--- src/rtl/ninjakun_outp_pkg.sv ---
// Shared definitions for the ninjakun write-side I/O block:
// port addresses, status bit positions and the coin pulse FSM states.
package ninjakun_outp_pkg;

    localparam logic [1:0] AD_CTRL = 2'd0;
    localparam logic [1:0] AD_COIN = 2'd1;
    localparam logic [1:0] AD_MBOX = 2'd2;
    localparam logic [1:0] AD_IRQ  = 2'd3;

    localparam int ST_FULL_IN  = 0;
    localparam int ST_FULL_OUT = 1;
    localparam int ST_OVR      = 2;
    localparam int ST_IEN      = 3;

    typedef enum logic [1:0] {
        IDLE = 2'd0,
        ON   = 2'd1,
        GAP  = 2'd2
    } coin_state_t;

endpackage

--- src/rtl/ninjakun_outp_if.sv ---
// CPU-side bus bundle for both CPUs: address/data/strobes going in,
// mailbox bytes, status bytes and interrupt requests coming back.
interface ninjakun_outp_if;

    logic [1:0] AD0;
    logic [7:0] OD0;
    logic       WR0;
    logic       RD0;
    logic [1:0] AD1;
    logic [7:0] OD1;
    logic       WR1;
    logic       RD1;
    logic [7:0] MBX0;
    logic [7:0] MBX1;
    logic [7:0] STAT0;
    logic [7:0] STAT1;
    logic       IRQ0;
    logic       IRQ1;

    modport master (
        output AD0, OD0, WR0, RD0, AD1, OD1, WR1, RD1,
        input  MBX0, MBX1, STAT0, STAT1, IRQ0, IRQ1
    );

    modport slave (
        input  AD0, OD0, WR0, RD0, AD1, OD1, WR1, RD1,
        output MBX0, MBX1, STAT0, STAT1, IRQ0, IRQ1
    );

endinterface

--- src/rtl/ninjakun_coin_pulse.sv ---
// One coin counter driver: stretches a single-cycle trigger into a pulse
// of COIN_PULSE cycles high followed by a COIN_PULSE-cycle low gap, with
// room to remember exactly one trigger that arrives while busy.
module ninjakun_coin_pulse
    import ninjakun_outp_pkg::*;
#(
    parameter int COIN_PULSE = 16,
    parameter int CPW        = 16
) (
    input  logic OUTCL,
    input  logic RESET,
    input  logic trig,
    output logic coin
);

    localparam logic [CPW-1:0] LOAD = CPW'(COIN_PULSE - 1);

    coin_state_t    state;
    logic [CPW-1:0] cnt;
    logic           pend;

    // Pulse sequencer; a trigger landing on the last gap cycle restarts the pulse directly.
    always_ff @(posedge OUTCL or posedge RESET) begin
        if (RESET) begin
            state <= IDLE;
            cnt   <= '0;
            pend  <= 1'b0;
            coin  <= 1'b0;
        end else begin
            case (state)
                IDLE: begin
                    if (trig) begin
                        state <= ON;
                        cnt   <= LOAD;
                        coin  <= 1'b1;
                    end
                end
                ON: begin
                    if (trig) pend <= 1'b1;
                    if (cnt == '0) begin
                        state <= GAP;
                        cnt   <= LOAD;
                        coin  <= 1'b0;
                    end else begin
                        cnt <= cnt - 1'b1;
                    end
                end
                GAP: begin
                    if (cnt == '0) begin
                        if (pend || trig) begin
                            state <= ON;
                            cnt   <= LOAD;
                            pend  <= 1'b0;
                            coin  <= 1'b1;
                        end else begin
                            state <= IDLE;
                        end
                    end else begin
                        cnt <= cnt - 1'b1;
                        if (trig) pend <= 1'b1;
                    end
                end
                default: begin
                    state <= IDLE;
                    coin  <= 1'b0;
                end
            endcase
        end
    end

endmodule

--- src/rtl/ninjakun_outp.sv ---
// Write-side I/O block for the dual-CPU board: control latches, coin
// counter pulses and a pair of one-byte mailboxes with status and IRQ.
// Build option: define NINJAKUN_OUTP_OVERRUN_EN to add the mailbox
// overrun flags (status bit 2, cleared by bit 7 of an IRQ-port write).
module ninjakun_outp
    import ninjakun_outp_pkg::*;
#(
    parameter int COIN_PULSE = 16,
    parameter int CPW        = 16
) (
    input  logic            OUTCL,
    input  logic            RESET,
    ninjakun_outp_if.slave  bus,
    output logic            FLIP,
    output logic [1:0]      LOCKOUT,
    output logic [1:0]      COIN
);

    logic       wr0_ctrl, wr0_coin, wr0_mbox, wr0_irq;
    logic       wr1_mbox, wr1_irq;
    logic [7:0] mbx0, mbx1;
    logic       full0, full1;
    logic       ovr0, ovr1;
    logic       ie0, ie1;
    logic [7:0] stat0, stat1;

    assign wr0_ctrl = bus.WR0 && (bus.AD0 == AD_CTRL);
    assign wr0_coin = bus.WR0 && (bus.AD0 == AD_COIN);
    assign wr0_mbox = bus.WR0 && (bus.AD0 == AD_MBOX);
    assign wr0_irq  = bus.WR0 && (bus.AD0 == AD_IRQ);
    assign wr1_mbox = bus.WR1 && (bus.AD1 == AD_MBOX);
    assign wr1_irq  = bus.WR1 && (bus.AD1 == AD_IRQ);

    // Screen flip and coin lockout latches, writable only by CPU0.
    always_ff @(posedge OUTCL or posedge RESET) begin
        if (RESET) begin
            FLIP    <= 1'b0;
            LOCKOUT <= 2'b00;
        end else if (wr0_ctrl) begin
            FLIP    <= bus.OD0[0];
            LOCKOUT <= bus.OD0[3:2];
        end
    end

    // Mailbox into CPU1, written by CPU0; a write beats a same-edge read.
    always_ff @(posedge OUTCL or posedge RESET) begin
        if (RESET) begin
            mbx1  <= 8'h00;
            full1 <= 1'b0;
        end else if (wr0_mbox) begin
            mbx1  <= bus.OD0;
            full1 <= 1'b1;
        end else if (bus.RD1) begin
            full1 <= 1'b0;
        end
    end

    // Mailbox into CPU0, written by CPU1; a write beats a same-edge read.
    always_ff @(posedge OUTCL or posedge RESET) begin
        if (RESET) begin
            mbx0  <= 8'h00;
            full0 <= 1'b0;
        end else if (wr1_mbox) begin
            mbx0  <= bus.OD1;
            full0 <= 1'b1;
        end else if (bus.RD0) begin
            full0 <= 1'b0;
        end
    end

    // Per-CPU interrupt enables from the IRQ port.
    always_ff @(posedge OUTCL or posedge RESET) begin
        if (RESET) begin
            ie0 <= 1'b0;
            ie1 <= 1'b0;
        end else begin
            if (wr0_irq) ie0 <= bus.OD0[0];
            if (wr1_irq) ie1 <= bus.OD1[0];
        end
    end

`ifdef NINJAKUN_OUTP_OVERRUN_EN
    // Overrun is raised only by a write into an unread mailbox with no read on the same edge.
    always_ff @(posedge OUTCL or posedge RESET) begin
        if (RESET) begin
            ovr0 <= 1'b0;
            ovr1 <= 1'b0;
        end else begin
            if (wr1_mbox && full0 && !bus.RD0) ovr0 <= 1'b1;
            else if (wr0_irq && bus.OD0[7])    ovr0 <= 1'b0;
            if (wr0_mbox && full1 && !bus.RD1) ovr1 <= 1'b1;
            else if (wr1_irq && bus.OD1[7])    ovr1 <= 1'b0;
        end
    end
`else
    assign ovr0 = 1'b0;
    assign ovr1 = 1'b0;
`endif

    // Status bytes are plain views of the flag flops.
    always_comb begin
        stat0              = 8'h00;
        stat0[ST_FULL_IN]  = full0;
        stat0[ST_FULL_OUT] = full1;
        stat0[ST_OVR]      = ovr0;
        stat0[ST_IEN]      = ie0;
        stat1              = 8'h00;
        stat1[ST_FULL_IN]  = full1;
        stat1[ST_FULL_OUT] = full0;
        stat1[ST_OVR]      = ovr1;
        stat1[ST_IEN]      = ie1;
    end

    assign bus.MBX0  = mbx0;
    assign bus.MBX1  = mbx1;
    assign bus.STAT0 = stat0;
    assign bus.STAT1 = stat1;
    assign bus.IRQ0  = full0 & ie0;
    assign bus.IRQ1  = full1 & ie1;

    ninjakun_coin_pulse #(
        .COIN_PULSE (COIN_PULSE),
        .CPW        (CPW)
    ) u_coin0 (
        .OUTCL (OUTCL),
        .RESET (RESET),
        .trig  (wr0_coin & bus.OD0[0]),
        .coin  (COIN[0])
    );

    ninjakun_coin_pulse #(
        .COIN_PULSE (COIN_PULSE),
        .CPW        (CPW)
    ) u_coin1 (
        .OUTCL (OUTCL),
        .RESET (RESET),
        .trig  (wr0_coin & bus.OD0[1]),
        .coin  (COIN[1])
    );

endmodule
--- src/flat_wrapper.sv ---
// flat-port wrapper written by rule: the top's interface ports become plain ports
module ninjakun_outp_flat import ninjakun_outp_pkg::*;
#(
    parameter int COIN_PULSE = 16,
    parameter int CPW        = 16
)
  (OUTCL, RESET, FLIP, LOCKOUT, COIN, bus_AD0, bus_OD0, bus_WR0, bus_RD0, bus_AD1, bus_OD1, bus_WR1, bus_RD1, bus_MBX0, bus_MBX1, bus_STAT0, bus_STAT1, bus_IRQ0, bus_IRQ1);
  ninjakun_outp_if bus_i ();
  input  logic OUTCL;
  input  logic RESET;
  output logic FLIP;
  output logic [1:0] LOCKOUT;
  output logic [1:0] COIN;
  input wire logic [$bits(bus_i.AD0)-1:0] bus_AD0;
  input wire logic [$bits(bus_i.OD0)-1:0] bus_OD0;
  input wire logic [$bits(bus_i.WR0)-1:0] bus_WR0;
  input wire logic [$bits(bus_i.RD0)-1:0] bus_RD0;
  input wire logic [$bits(bus_i.AD1)-1:0] bus_AD1;
  input wire logic [$bits(bus_i.OD1)-1:0] bus_OD1;
  input wire logic [$bits(bus_i.WR1)-1:0] bus_WR1;
  input wire logic [$bits(bus_i.RD1)-1:0] bus_RD1;
  output wire logic [$bits(bus_i.MBX0)-1:0] bus_MBX0;
  output wire logic [$bits(bus_i.MBX1)-1:0] bus_MBX1;
  output wire logic [$bits(bus_i.STAT0)-1:0] bus_STAT0;
  output wire logic [$bits(bus_i.STAT1)-1:0] bus_STAT1;
  output wire logic [$bits(bus_i.IRQ0)-1:0] bus_IRQ0;
  output wire logic [$bits(bus_i.IRQ1)-1:0] bus_IRQ1;
  assign bus_i.AD0 = bus_AD0;
  assign bus_i.OD0 = bus_OD0;
  assign bus_i.WR0 = bus_WR0;
  assign bus_i.RD0 = bus_RD0;
  assign bus_i.AD1 = bus_AD1;
  assign bus_i.OD1 = bus_OD1;
  assign bus_i.WR1 = bus_WR1;
  assign bus_i.RD1 = bus_RD1;
  assign bus_MBX0 = bus_i.MBX0;
  assign bus_MBX1 = bus_i.MBX1;
  assign bus_STAT0 = bus_i.STAT0;
  assign bus_STAT1 = bus_i.STAT1;
  assign bus_IRQ0 = bus_i.IRQ0;
  assign bus_IRQ1 = bus_i.IRQ1;
  ninjakun_outp #(.COIN_PULSE(COIN_PULSE), .CPW(CPW)) u_core (.OUTCL(OUTCL), .RESET(RESET), .bus(bus_i), .FLIP(FLIP), .LOCKOUT(LOCKOUT), .COIN(COIN));
endmodule
--- config.mk ---
export PLATFORM = sky130hd
export DESIGN_NAME = ninjakun_outp_flat
export DESIGN_NICKNAME = d
export VERILOG_FILES = /design/src/rtl/ninjakun_outp_pkg.sv /design/src/rtl/ninjakun_outp_if.sv /design/src/rtl/ninjakun_coin_pulse.sv /design/src/rtl/ninjakun_outp.sv /design/src/flat_wrapper.sv
export SDC_FILE = /design/constraint.sdc
export NUM_CORES = 1
export LEC_CHECK = 0
export ABC_CLOCK_PERIOD_IN_PS = 2300
export BUFFER_PORTS_ARGS = -buffer_cell sky130_fd_sc_hd__buf_4
export CORE_MARGIN = 2
export CORE_UTILIZATION = 30
export CTS_CLUSTER_SIZE = 20
export DETAILED_ROUTE_END_ITERATION = 12
export GPL_TIMING_DRIVEN = 0
export PLACE_DENSITY_LB_ADDON = 0.3
export SLEW_MARGIN = 15
export SYNTH_ARGS = -nofsm -noshare
export SYNTH_HDL_FRONTEND = slang
export SYNTH_SLANG_ARGS = --single-unit
--- constraint.sdc ---
create_clock -name OUTCL -period 2.3 [get_ports OUTCL]
set_input_delay 0.46 -clock OUTCL [delete_from_list [all_inputs] [get_ports OUTCL]]
set_output_delay 0.46 -clock OUTCL [all_outputs]
set_load 0.02 [all_outputs]
Word level (Yosys, flattened, before mapping)
Cells that the tools add are included.
{ "totals": {"register_bits": 63, "inputBits": 26, "out_inout_bits": 39, "word_cells": 110} }
{ "classes": {"n_addsub": 2, "n_eq_ne": 19, "mux": 42, "bitwise_logic": 4, "n_reduce_logical": 27} }
{ "ops": {"columns": ["cell", "n"], "rows": [
  ["$mux 16", 8],
  ["$pmux 16 s3", 2],
  ["$logic_not 16->1", 2],
  ["$sub 16x1->16 const B", 2],
  ["$mux 1", 20],
  ["$ne 2x2->1 const B", 8],
  ["$eq 2x2->1 const B", 6],
  ["$mux 2", 6],
  ["$pmux 2 s3", 2],
  ["$reduce_and 3->1", 4],
  ["$reduce_and 4->1", 2],
  ["$reduce_bool 2->1", 4],
  ["$eq 2x1->1 const B", 3],
  ["$logic_and 1x1->1", 6],
  ["$logic_not 2->1", 3],
  ["$ne 3x3->1 const B", 2],
  ["$pmux 1 s3", 2],
  ["$reduce_bool 3->1", 2],
  ["$and 1x1->1", 4],
  ["$pmux 1 s2", 2],
  ["$reduce_and 2->1", 2],
  ["$logic_or 1x1->1", 2]
]} }

Depth between registers and ports, before layout
{ "logic_depth": {"depth_word": 7, "ltp_mapped": 8, "mapped_depth_nobuf": 7} }

By module
From an unflattened synthesis, not the netlist that was laid out.
{ "unflattened": {"cells_unflattened": 347, "hier_area_um2": 3585.9} }
{ "by_module_without_submodules": {"columns": ["module", "instances", "cells_each", "area_per_inst_um2", "seq_area_each_um2"], "rows": [
  ["ninjakun_coin_pulse (u_core.u_coin1)", 1, 136, 1270.0, 500.5],
  ["ninjakun_coin_pulse (u_core.u_coin0)", 1, 135, 1234.9, 500.5],
  ["ninjakun_outp", 1, 76, 1081.0, 575.6]
]} }

Worst setup path before layout
No wires, ideal clock.
{ "synth_path": {"kind": "register -> register", "from": "register u_core.u_coin1.cnt[0]", "to": "register u_core.u_coin1.cnt[14]", "arrival_time_ns": 1.801, "required_time_ns": 2.155, "path_slack_ns": 0.354, "path_stages_with_launch": 9, "path_cell_list": "dfrtp_1 -> inv_1 -> ha_1 -> nor2b_1 -> nand4_2 -> o211a_4 -> buf_6 -> o311ai_0 -> o211ai_1"} }
{ "synth_between": {"elab_chain_len": 3, "word_cells_on_any_way": 7, "cone_classes": "add/sub: 1; eq/ne: 1; mux: 3; reduce/logical: 2"} }
{ "synth_lines": {"columns": ["element", "line_no", "text"], "rows": [
  ["start: declaration", "ninjakun_coin_pulse.sv:19", "logic [CPW-1:0] cnt;"],
  ["start signal: assignment", "ninjakun_coin_pulse.sv:45", "cnt <= cnt - 1'b1;"],
  ["start signal: assignment", "ninjakun_coin_pulse.sv:59", "cnt <= cnt - 1'b1;"],
  ["$sub 16x1->16 / $logic_not 16->1 (equally long branches)", null, null],
  ["$mux 16 (tied with other cells)", "ninjakun_coin_pulse.sv:49", "if (cnt == '0) begin"],
  ["$pmux 16 s3 / $reduce_and 3->1 (equally long branches)", null, null]
]} }
Parallel ways exist; a longest one is shown, timed or not.
A chain may end at the register's enable or synchronous reset.

Worst setup path in the final report
{ "layout_path": {"from": "register u_core.u_coin0.cnt[0]", "to": "register u_core.u_coin0.cnt[11]"} }
{ "layout_between": {"elab_chain_len": 3, "word_cells_on_any_way": 7, "cone_classes": "add/sub: 1; eq/ne: 1; mux: 3; reduce/logical: 2"} }
{ "layout_lines": {"columns": ["element", "line_no"], "rows": [
  ["start: declaration", "ninjakun_coin_pulse.sv:19"],
  ["start signal: assignment", "ninjakun_coin_pulse.sv:45"],
  ["start signal: assignment", "ninjakun_coin_pulse.sv:59"],
  ["$sub 16x1->16 / $logic_not 16->1 (equally long branches)", null],
  ["$mux 16 (tied with other cells)", "ninjakun_coin_pulse.sv:49"],
  ["$pmux 16 s3 / $reduce_and 3->1 (equally long branches)", null]
]} }
Parallel ways exist; a longest one is shown, timed or not.

==> impl_metrics.ini <==
[global_route]
gr-total-overflow = 0
antenna_found_initial = 0
grt_pass1_wl_mm = 13.2
grt_usage_pct = 12.9
grt_pass1_vias = 2828
grt_max_degree = 39

[worst_setup_path]
cp_cell_sequence = inv_1 -> ha_1 -> nor3b_2 -> and4_1 -> clkbuf_1 -> a21oi_1 -> a21o_1 -> a22o_1
cpMaxStageDelayCell = dfrtp_1
end_kind = register
crit_fanout = 5
start_kind = register
r2r_cells = 8
crit_type = reg -> reg
r2r_setup_slack_ps = 140
required_ps = 2510
r2r_end = u_core.u_coin0.cnt[11]
r2r_start = u_core.u_coin0.cnt[0]
worstPathArrival_ps = 2370
crit_path_max_incr_delay_ps = 420

[place]
hpwl_mm = 5.45
place.gp.congestion = 0.818
io_buffers = 54

[routing]
drc_errors = 0
vias = 2792
wl_per_cell_um = 13.7
drtIter0Drc = 113
drt-vias-per-instance = 4.99
wl_met3_um = 419
highest_layer = met4
drt_wl_total_mm = 7.64
met2WireLength_mm = 3.78
firstDrtPassIters = 5
ant_nets = 0
wl_met1_mm = 3.34

[layout]
area_growth_pct = 28.7
layout.cells.most_common_list = buf_4, dfrtp_1, mux2_2
nets = 448
layout_commonest_cell = buf_4
antenna_cells = 0
layout-drive-gt1-share_pct = 32.9

[synth]
synthCells = 336
ys_warn_count = 0
seq_area_frac_synth_pct = 45.3
ys.flop_type = dfrtp_1
avgSynthCellArea_sq_um = 10.4
async_flop_share_pct = 100
syn-cell-area_sq_um = 3480
synth-seq-cells = 63
synth_edf_count = 0
yosys.cell_types.count = 62

[clock_tree]
htreeDepth = 3
cts_tree = built
clkSinkCount = 63
cts_made_buffers = 9
clk_path_buf_depth = 2
clk_pin_slew_ps = 50
hold_buffers = 0
clk_latency_ps = 320
cts_root_buffer = clkbuf_16

[sta]
tightestPinTransition_ps = 658
hold_viol = 0
slew_violations = 0
fmax_mhz = 463
relSlewSlack_pct = 56.0
skew_ps = 5.69
fin_crit_ps = 2160
fin_crit_sh_pct = 94.0
setup_viol = 0
worst_hold_slack_ps = 119

[die]
die_h_um = 112
io_pins = 65
die_w_um = 112
start_util_pct = 30.6
die_area_sq_um = 12500
rows = 39
core-area_sq_um = 11400

[outcome]
status = finished clean

[power_and_ir_drop]
power_leakage_nw = 2.00
p_total_mw = 4.05
peakVddDrop_v = 0.000495
p_per_area_nw_per_um2 = 904

[hold_path]
hp-class = in -> async

[flow_run]
maxCapViolations = 0
area by class of cell:
cell class | count | area (sq um)
Timing Repair Buffer | 56 | 433
Multi-Input combinational cell | 241 | 1710
Clock buffer | 12 | 267
Sequential cell | 63 | 1580
Clock inverter | 3 | 65.1
Fill cell | 1118 | 6890
Tap cell | 143 | 179
Inverter | 17 | 66.3
Buffer | 24 | 181
registers in the layout (all words and copies together) (netlist names):
| signal | flops |
|---|---|
| u_core.u_coin1.pend | 1 |
| u_core.u_coin0.state | 2 |
| u_core.bus.MBX0 | 8 |
| u_core.ie0 | 1 |
| u_core.full1 | 1 |
| u_core.u_coin1.state | 2 |
| u_core.full0 | 1 |
| u_core.u_coin0.pend | 1 |
| u_core.u_coin0.cnt | 16 |
| u_core.u_coin1.coin | 1 |
| u_core.u_coin0.coin | 1 |
| u_core.ie1 | 1 |
| u_core.bus.MBX1 | 8 |
| u_core.LOCKOUT | 2 |
| u_core.FLIP | 1 |
| u_core.u_coin1.cnt | 16 |
worst max path at each step:
| stage | end | cells past startpoint | from | slack, ps |
|---|---|---|---|---|
| floorplan | u_core.FLIP | 1 | RESET | 270 |
| global placement | u_core.bus.MBX0[5] | 2 | RESET | -670 |
| detailed placement | u_core.u_coin0.cnt[3] | 8 | u_core.u_coin0.cnt[0] | 80 |
| CTS | u_core.u_coin1.cnt[3] | 7 | u_core.u_coin1.cnt[0] | 20 |
| global route | u_core.u_coin1.cnt[14] | 8 | u_core.u_coin1.cnt[0] | -20 |
| finish | u_core.u_coin0.cnt[11] | 8 | u_core.u_coin0.cnt[0] | 140 |
critical path, delay by kind of cell, from the launching register on:
family          cells  cell delay [ps]
compound gates      3              570
simple gates        2              560
flops               1              420
buf+inv             2              310
fa+ha+maj           1              200
power breakdown:
group,internal (mW),switching [mW],leakage (nW)
logic,0.538,0.672,1.07
registers,1.24,0.103,0.761
clock network,1.03,0.466,0.165
logic make-up (layout without fill, tap and decap cells):
kind of cell,Yosys count,count (layout),share of synthesized area (%)
and+or+nand+nor,104,104,17.0
AOI/OAI and AO/OA,93,93,19.2
DFF,63,63,45.3
buffers and inverters,41,112,7.05
muxes,24,24,7.73
adders and majority gates,10,10,3.59
other,1,10,0.108
stage by stage:
| step | worst slack [ps] | cells | utilization [%] | setup TNS [ps] | area (sq um) |
|---|---|---|---|---|---|
| after floorplan | 270 | 345 | - | 0 | 3510 |
| after global placement | -671 | 542 | 36.1 | -42090 | 4100 |
| after detailed placement | 83.3 | 543 | 36.2 | 0 | 4120 |
| after CTS | 18.1 | 558 | 39.2 | 0 | 4450 |
| after global routing | -18.1 | 559 | 39.4 | -19.0 | 4480 |
| final | 138 | 559 | 39.4 | 0 | 4480 |
Yosys cell counts (all sizes together), types with 2 or more instances:
library cell  count  share of area, %
o31a              3              0.75
nand3b            3              0.65
a21oi            17               2.6
a21boi            2              0.43
nand2b            4              0.72
nor3b             4               1.0
o2bb2ai           5               1.3
nor4              7               1.7
o311ai            3              0.75
inv              17               1.8
ha               10               3.6
or2               2              0.36
a211oi            2              0.58
mux2             23               7.4
nand3             8               1.2
and2              4              0.72
dfrtp            63                45
a31oi            11               2.0
o21ai            23               3.6
a21o              4              0.86
nor2             21               2.3
clkbuf            2              0.22
nand4             4              0.90
a221oi            2              0.50
or3               6               1.4
nand2            21               2.3
buf              22               5.0
nand4b            3              0.75
a22o              2              0.50
nor2b             3              0.54
o31ai             7               1.9
nor3              9               1.3
o211ai            3              0.93
routing by layer:
layer | track usage [%] | vias up
met2 | 22.6 | 68
met4 | 4.61 | 0
li1 | - | 1378
met5 | 0 | -
met1 | 15.1 | 1337
met3 | 3.43 | 9
repair_timing:
action	CTS	global route
setup endpoints to repair	0	31
setup buffers	0	1
resized for setup	0	4
Note: power is estimated with default switching activity, not from simulation.
